--- src/rtl/mod_serial_comp.sv ---
// mod_serial_comp: bit-serial magnitude comparator.
// One accepted START captures two N-bit operands and the cascade inputs. The operands are
// then walked MSB-first, one bit per clock, and the walk stops at the first differing bit.
// If every bit matches, the captured cascade inputs are copied to GT/EQ/LT unchanged.
// Ports:
//   CLK, RST            clock (rising edge), asynchronous active-high reset
//   START               request, accepted only while BUSY=0
//   A, B                operands, sampled on accepted START
//   GT_IN, EQ_IN, LT_IN cascade from lower-order stage, sampled on accepted START
//   BUSY                high while comparing
//   DONE                one-cycle pulse, GT/EQ/LT/CYCLES valid
//   GT, EQ, LT          registered result, held until next accepted START
//   CYCLES              number of bits examined for the last result (1..N)
module mod_serial_comp #(
   parameter int unsigned N = 8,
   localparam int unsigned CW = $clog2(N + 1)
) (
   input  logic          CLK,
   input  logic          RST,
   input  logic          START,
   input  logic [N-1:0]  A,
   input  logic [N-1:0]  B,
   input  logic          GT_IN,
   input  logic          EQ_IN,
   input  logic          LT_IN,
   output logic          BUSY,
   output logic          DONE,
   output logic          GT,
   output logic          EQ,
   output logic          LT,
   output logic [CW-1:0] CYCLES
);

   // Bit index width; at least one bit even when N=1.
   localparam int unsigned IW = (N > 1) ? $clog2(N) : 1;

   localparam logic [0:0] S_IDLE = 1'b0;
   localparam logic [0:0] S_RUN  = 1'b1;

   logic [0:0]    state_q, state_d;
   logic [N-1:0]  a_q, a_d;
   logic [N-1:0]  b_q, b_d;
   logic [2:0]    casc_q, casc_d;
   logic [IW-1:0] idx_q, idx_d;
   logic [CW-1:0] cycles_d;
   logic          busy_d, done_d, gt_d, eq_d, lt_d;
   logic          bit_a, bit_b;

   // State and output registers.
   always_ff @(posedge CLK or posedge RST) begin
      if (RST) begin
         state_q <= S_IDLE;
         a_q     <= '0;
         b_q     <= '0;
         casc_q  <= '0;
         idx_q   <= '0;
         BUSY    <= 1'b0;
         DONE    <= 1'b0;
         GT      <= 1'b0;
         EQ      <= 1'b0;
         LT      <= 1'b0;
         CYCLES  <= '0;
      end else begin
         state_q <= state_d;
         a_q     <= a_d;
         b_q     <= b_d;
         casc_q  <= casc_d;
         idx_q   <= idx_d;
         BUSY    <= busy_d;
         DONE    <= done_d;
         GT      <= gt_d;
         EQ      <= eq_d;
         LT      <= lt_d;
         CYCLES  <= cycles_d;
      end
   end

   // Next-state and next-output logic.
   always_comb begin
      state_d  = state_q;
      a_d      = a_q;
      b_d      = b_q;
      casc_d   = casc_q;
      idx_d    = idx_q;
      busy_d   = BUSY;
      done_d   = 1'b0;
      gt_d     = GT;
      eq_d     = EQ;
      lt_d     = LT;
      cycles_d = CYCLES;
      bit_a    = a_q[idx_q];
      bit_b    = b_q[idx_q];

      case (state_q)
         S_IDLE: begin
            if (START) begin
               state_d  = S_RUN;
               a_d      = A;
               b_d      = B;
               casc_d   = {GT_IN, EQ_IN, LT_IN};
               idx_d    = IW'(N - 1);
               busy_d   = 1'b1;
               gt_d     = 1'b0;
               eq_d     = 1'b0;
               lt_d     = 1'b0;
               cycles_d = '0;
            end
         end
         S_RUN: begin
            cycles_d = CYCLES + CW'(1);
            if (bit_a != bit_b) begin
               // First differing bit decides; the 1 side is the larger operand.
               gt_d    = bit_a;
               lt_d    = bit_b;
               eq_d    = 1'b0;
               done_d  = 1'b1;
               busy_d  = 1'b0;
               state_d = S_IDLE;
            end else if (idx_q == '0) begin
               // All bits equal: cascade passed through literally, even if not one-hot.
               {gt_d, eq_d, lt_d} = casc_q;
               done_d  = 1'b1;
               busy_d  = 1'b0;
               state_d = S_IDLE;
            end else begin
               idx_d = idx_q - IW'(1);
            end
         end
         default: begin
            state_d = S_IDLE;
            busy_d  = 1'b0;
         end
      endcase
   end

endmodule

--- config.mk ---
export PLATFORM = sky130hd
export DESIGN_NAME = mod_serial_comp
export DESIGN_NICKNAME = d
export VERILOG_FILES = /design/src/rtl/mod_serial_comp.sv
export SDC_FILE = /design/constraint.sdc
export NUM_CORES = 1
export LEC_CHECK = 0
export ABC_AREA = 1
export CAP_MARGIN = 10
export CORE_ASPECT_RATIO = 1.1
export CORE_UTILIZATION = 25
export DETAILED_ROUTE_END_ITERATION = 16
export PLACE_DENSITY = 0.48
export SLEW_MARGIN = 30
export SYNTH_ARGS = -nofsm -noshare
export SYNTH_HDL_FRONTEND = slang
export SYNTH_SLANG_ARGS = --single-unit
--- constraint.sdc ---
create_clock -name CLK -period 1.45 [get_ports CLK]
set_input_delay 0.435 -clock CLK [delete_from_list [all_inputs] [get_ports CLK]]
set_output_delay 0.435 -clock CLK [all_outputs]
set_load 0.02 [all_outputs]
Word level (Yosys, flattened, before mapping)
Cells that the tools add are included.
{"block": "word_totals", "regBits": 32, "in_bits": 22, "wordCells": 55}
{"block": "op_classes", "addsub": 2, "order_cmp": 1, "eq_ne": 5, "muxes": 31, "bitwise_logic": 1, "reduce_logical": 4}
{"cell": "1-bit 2-to-1 mux", "n": 18}
{"cell": "1-bit case mux with 2 select lines", "n": 5}
{"cell": "3-bit 2-to-1 mux", "n": 3}
{"cell": "4-bit case mux with 2 select lines", "n": 1}
{"cell": "1-bit binary-select mux with 3-bit select", "n": 2}
{"cell": "2-bit inequality test (second input constant)", "n": 3}
{"cell": "3-bit case mux with 2 select lines", "n": 1}
{"cell": "4-bit by 1-bit adder with 4-bit output (second input constant)", "n": 1}
{"cell": "3-bit by 4-bit < comparator with 1-bit output (second input constant)", "n": 1}
{"cell": "4-bit 2-to-1 mux", "n": 1}
{"cell": "2-bit AND reduction", "n": 2}
{"cell": "3-bit logical NOT", "n": 1}
{"cell": "3-bit by 1-bit inequality test with 1-bit output (second input constant)", "n": 1}
{"cell": "3-bit AND reduction", "n": 1}
{"cell": "3-bit by 1-bit subtractor with 3-bit output (second input constant)", "n": 1}
{"cell": "1-bit inequality test", "n": 1}
{"cell": "1-bit inverter", "n": 1}

Depth between registers and ports, before layout
{"block": "depth", "depth_word": 5, "depth_mapped": 12, "mapped_depth_nobuf": 12}

Least setup slack after synthesis
Ideal clock, no wire load.
{"block": "synth_timing", "kind": "flip-flop to flip-flop", "startpoint": "register idx_q[0]", "endpoint": "register idx_q[0]", "setup_time_ns": 0.118, "t_arrival_ns": 1.187, "required_ns": 1.332, "setup_slack_ns": 0.144, "path_stages_with_launch": 12, "synth_period_minus_slack_ns": 1.306, "path_cell_list": "dfrtp_1 buf_6 nand2_1 nand3_1 nand2_1 nand2_1 nand2_2 nand2_4 nand2_2 nand3_2 nand3_1 nand2_1"}
{"block": "synth_via", "elab_chain_len": 5, "elab_cells_between_ends": 13, "cone_classes": "add/sub (1); eq/ne (3); mux (7); reduce/logical (2)"}
{"element": "from (decl)", "line": "44", "text": "logic [IW-1:0] idx_q, idx_d;"}
{"element": "from (signal assigned)", "line": "68", "text": "idx_q <= idx_d;"}
{"element": "1-bit binary-select mux with 3-bit select (on tied branches)", "line": "91, 92"}
{"element": "1-bit 2-to-1 mux (on tied branches)", "line": "91, 92"}
{"element": "1-bit inequality test", "line": "111", "text": "if (bit_a != bit_b) begin"}
{"element": "2-bit inequality test (no line)"}
{"element": "3-bit AND reduction (no line)"}
Parallel ways exist; a longest one is shown, timed or not. The select of a mux whose other input is x is not followed.
A chain may end at the register's enable or synchronous reset.

Final worst setup path
{"block": "layout_timing", "startpoint": "register idx_q[0]", "endpoint": "register LT"}
{"block": "layout_via", "elab_chain_len": 5, "elab_cells_between_ends": 10, "cone_classes": "eq/ne (2); mux (6); reduce/logical (2)"}
{"element": "1-bit binary-select mux with 3-bit select (on tied branches)", "line": "91, 92"}
{"element": "1-bit 2-to-1 mux (on tied branches)", "line": "91, 92"}
{"element": "1-bit inequality test", "line": "111"}
{"element": "1-bit 2-to-1 mux / 3-bit by 1-bit inequality test with 1-bit output (equally long branches)"}
{"element": "1-bit case mux with 2 select lines / 2-bit AND reduction (equally long branches)"}
{"element": "to (signal assigned)", "line": "73", "text": "LT <= lt_d;"}
{"element": "to (decl)", "line": "30", "text": "output logic LT,"}
Parallel ways exist; a longest one is shown, timed or not. The select of a mux whose other input is x is not followed.

==> results <==
- The flow ran to the end, but the final reports show violations.
- The checks that failed: negative setup slack.
- For this design, the CTS-stage hold fixing added 0 buffers.
- The commonest cells after synthesis are sky130_fd_sc_hd__nand2_1, sky130_fd_sc_hd__dfrtp_1, sky130_fd_sc_hd__inv_1, sky130_fd_sc_hd__o21ai_0, sky130_fd_sc_hd__nand3_1.
- The final net count is 268.
- Derived from the worst setup path, the maximum achievable clock frequency is 687.3 MHz.
- The via total after detailed routing is 1385.
- The end point of the worst hold path is casc_q[1]$_DFFE_PP0P_.
- In the global route stage, overall resource usage came out at 12.29%.
- The area overhead of the layout relative to synthesis is 41.94%.
- Data on the critical path arrives at its endpoint at 1.63 ns.
- The CTS tree is built.
- Setup repair after global routing could not meet its margin everywhere.
- The floorplan step set the die width to 77.90 microns.
- Counting flops with an async set or reset pin after synthesis yields a share of 100.0%.
- The number of synthesized flops with an enable pin is 0.
- The maximum number of pins on one net before global-route repair is 37.
- The starting density of the core is 25.73%.
- The cell area reported after detailed placement is 2043 sq um.
- In this run the count of I/O pins placed on the die edge is 31.
- The tightest hold path in the finished design has a slack of 0.4662 ns.
- The clock transition at the register clock pins on the worst setup and hold paths after CTS is 0.06 ns.
- The area of the core is 6156 sq um.
- The setup violation total in the final timing report is 2.
- The clock passes through at most 2 buffers.
- For this block, the initial DRC count from the detailed router was 80.
- The worst setup path is launched from a flop.
- The via count normalized by instance count is 4.288.
- Once placement completed, the tool counted placed cells totaling 311.
- The H-tree depth reported by CTS is 2.
- The count of inserted antenna diode cells is 0.
- The HPWL after detailed placement is 2483 microns.
- Dividing the synthesized area by the synthesized cell count gives 8.000 sq um.
- The number of optimization iterations in the first detailed-route pass is 4.
- Cells fill 36.52% of the core in the end.
- The largest total area in the synthesized netlist belongs to sky130_fd_sc_hd__dfrtp_1.
- The tool flagged a number of max-cap violations equal to 0.
- The final max-slew violation count was 0.
- The worst-skew pair later-pin latency is 0.28 ns.
- Summed over all failing endpoints, the final setup total negative slack is -0.005828 ns.
- The beginning of the worst hold path is casc_q[1]$_DFFE_PP0P_.
- The average wire per standard cell is 11.37 microns.
- The max-slew headroom at the worst pin is 72.92%.
- For this block, the routed nets add up to 3674 microns of wire.
- The clock drives 32 sinks.
- The count of cells in the finished layout, fillers not included, comes to 323.
- The number of hold violations in the final report is 0.
- The end of the worst register-to-register path is LT$_DFFE_PP0P_.
- The endpoint required time on the critical path is 1.62 ns.
- Yosys attributes the largest share of cell area to sky130_fd_sc_hd__dfrtp_1, sky130_fd_sc_hd__nand2_1, sky130_fd_sc_hd__o21ai_0.
- The proportion of synthesized chip area in sequential cells is 50.55%.
- The kind of end point of the critical path is a flop.
- The maximum net fanout on the critical path is 7.
- For the pin with the worst max-slew slack, the measured transition is 0.4058 ns.
- The number of fill cells is 674.
- The number of synthesized register bits is 32.
- The reported leakage power is 1.123 nW.
- The overall power of the completed layout is 4.912 mW.
- The worst setup path is of the reg -> reg kind.
- The quantity of I/O buffers inserted on ports is 30.
- The number of buffers inserted during clock tree synthesis is 5.
- The maximum vdd drop is 0.6712 mV.
- Global routing finished with a remaining overflow of 0.
- At the placement stage, the worst setup path has a slack of -0.2140 ns.
- The routability congestion estimate is 0.7035.
- CTS placed an instance of sky130_fd_sc_hd__clkbuf_8 at the clock tree root.
- After technology mapping, the gate count stands at 198.
- The initial antenna violation count came to 0.
- The share of post-route cells with drive strength above 1 is 19.34%.
- The via count of the first global-routing pass is 1381.
- The synthesized design devotes to its leading area cell type 50.55% of total area.
- After detailed routing, the number of remaining DRC violations is 0.
- The die covers 6659 sq um.
- The tightest min-delay check is of the reg -> reg type.
- The clock period minus final worst setup slack is 1.455 ns.
- In this run the critical register-to-register path is launched from idx_q[0]$_DFFE_PP0P_.
- The first-pass GRT wire length is 6230 microns.
- The final non-filler cell area is 2248 sq um.
- The instance count along the most critical hold path is 2.
- The post-synthesis net count is 223.
- After synthesis the cells add up to 1584 sq um.
- For the final database, setup skew stands at 0.008816 ns.
- The count of synthesis-stage warnings from yosys is 0.
- The placement row count is 30.
- Setup slack on the critical path of the routed design comes to -0.004903 ns.
- The most used flip-flop cell after synthesis is sky130_fd_sc_hd__dfrtp_1.
- Counting cells, the worst reg-to-reg path comes to 11.
- The detail route stage leaves a number of antenna-violating nets equal to 0.
- Yosys instantiated no cell more often than sky130_fd_sc_hd__nand2_1.
- The register-to-register path setup slack is -0.005 ns.
- The number of distinct standard cells referenced by the synthesized netlist is 20.
- The portion of the clock cycle consumed by the worst path in the final layout is 100.3%.
- The ratio of total power to cell area is 2185 nW/um^2.
- The die is 85.49 microns tall.
[power breakdown]
| part | switching [mW] | leakage, nW | internal, mW |
|---|---|---|---|
| clock network | 0.315 | 0.0410 | 0.326 |
| logic | 1.67 | 0.685 | 1.12 |
| registers | 0.191 | 0.396 | 1.29 |
| total | 2.17 | 1.12 | 2.74 |
[registers in the layout, summed over array words and instances (netlist names)]
signal / cells
BUSY: 1
CYCLES: 4
DONE: 1
EQ: 1
GT: 1
LT: 1
a_q: 8
b_q: 8
casc_q: 3
idx_q: 3
state_q: 1
[worst max path at each step]
stage	startpoint	cells after the start	to
finish	idx_q[0]$_DFFE_PP0P_	11	LT$_DFFE_PP0P_
global route	idx_q[0]$_DFFE_PP0P_	11	idx_q[1]$_DFFE_PP0P_
CTS	idx_q[0]$_DFFE_PP0P_	10	LT$_DFFE_PP0P_
detailed placement	START	6	CYCLES[3]$_DFFE_PP0P_
global placement	START	6	CYCLES[3]$_DFFE_PP0P_
floorplan	idx_q[0]$_DFFE_PP0P_	11	idx_q[0]$_DFFE_PP0P_
[critical path, cell delays in order, from the launching register on]
cell                      delay [ns]
sky130_fd_sc_hd__dfrtp_2        0.44
sky130_fd_sc_hd__buf_6          0.15
sky130_fd_sc_hd__nand2_4        0.06
sky130_fd_sc_hd__nand3_2        0.07
sky130_fd_sc_hd__nand2_1        0.07
sky130_fd_sc_hd__nand2_1        0.06
sky130_fd_sc_hd__nand2_2        0.11
sky130_fd_sc_hd__nand2_4        0.08
sky130_fd_sc_hd__nand3_4        0.11
sky130_fd_sc_hd__nand2_4        0.08
sky130_fd_sc_hd__nand2_1        0.07
sky130_fd_sc_hd__nand2_1        0.05
[cell type report]
class	count	area (sq um)	area share, %
sequential	32	802.0	35.67
clock inverter	1	5.005	0.2226
clock buffer	6	72.57	3.228
timing repair buffer	44	434.2	19.31
multi-input combinational	136	742.0	33.00
tap	80	100.1	4.452
inverter	24	92.59	4.118
[cells in the final DEF, fill, tap and decap left out, drive strengths merged]
cell type      netlist  routed
a21boi               1       1
a21oi                2       2
a22o                 1       1
buf                  2      14
clkbuf               4       6
clkdlybuf4s15        0       6
clkdlybuf4s50        0      21
clkinv               0       1
dfrtp               32      32
dlygate4sd2          0       3
ha                   3       3
inv                 24      24
nand2               78      78
nand3               20      20
nand4                7       7
nor2                 5       5
o21ai               19      19
[metal layers]
metal  part of all wire (%)  vias up  GRT usage, %  wire (microns)
li1                       -      720             -               -
met3                    3.5        6         3.011             129
met4                    2.2        0         6.061              80
met2                     47       22         20.19            1732
met1                     47      637         15.03            1731
met5                      0        -             0               0
[kinds of logic (layout without fill, tap and decap cells)]
family | count (synthesis) | count (layout) | share of synthesized area [%]
flip-flops | 32 | 32 | 50.55
buffers and inverters | 30 | 75 | 7.819
adder cells (fa/ha/maj) | 3 | 3 | 2.370
AND/OR/NAND/NOR | 110 | 110 | 31.60
AO/OA/AOI/OAI | 23 | 23 | 7.662
[timing repair]
action	4_1_cts	5_1_grt
endpoints found under the setup margin	15	16
cloned	1	0
buffers inserted	4	0
pin swaps	2	3
gates resized for setup	28	12
Note: power is estimated with default switching activity, not from simulation.
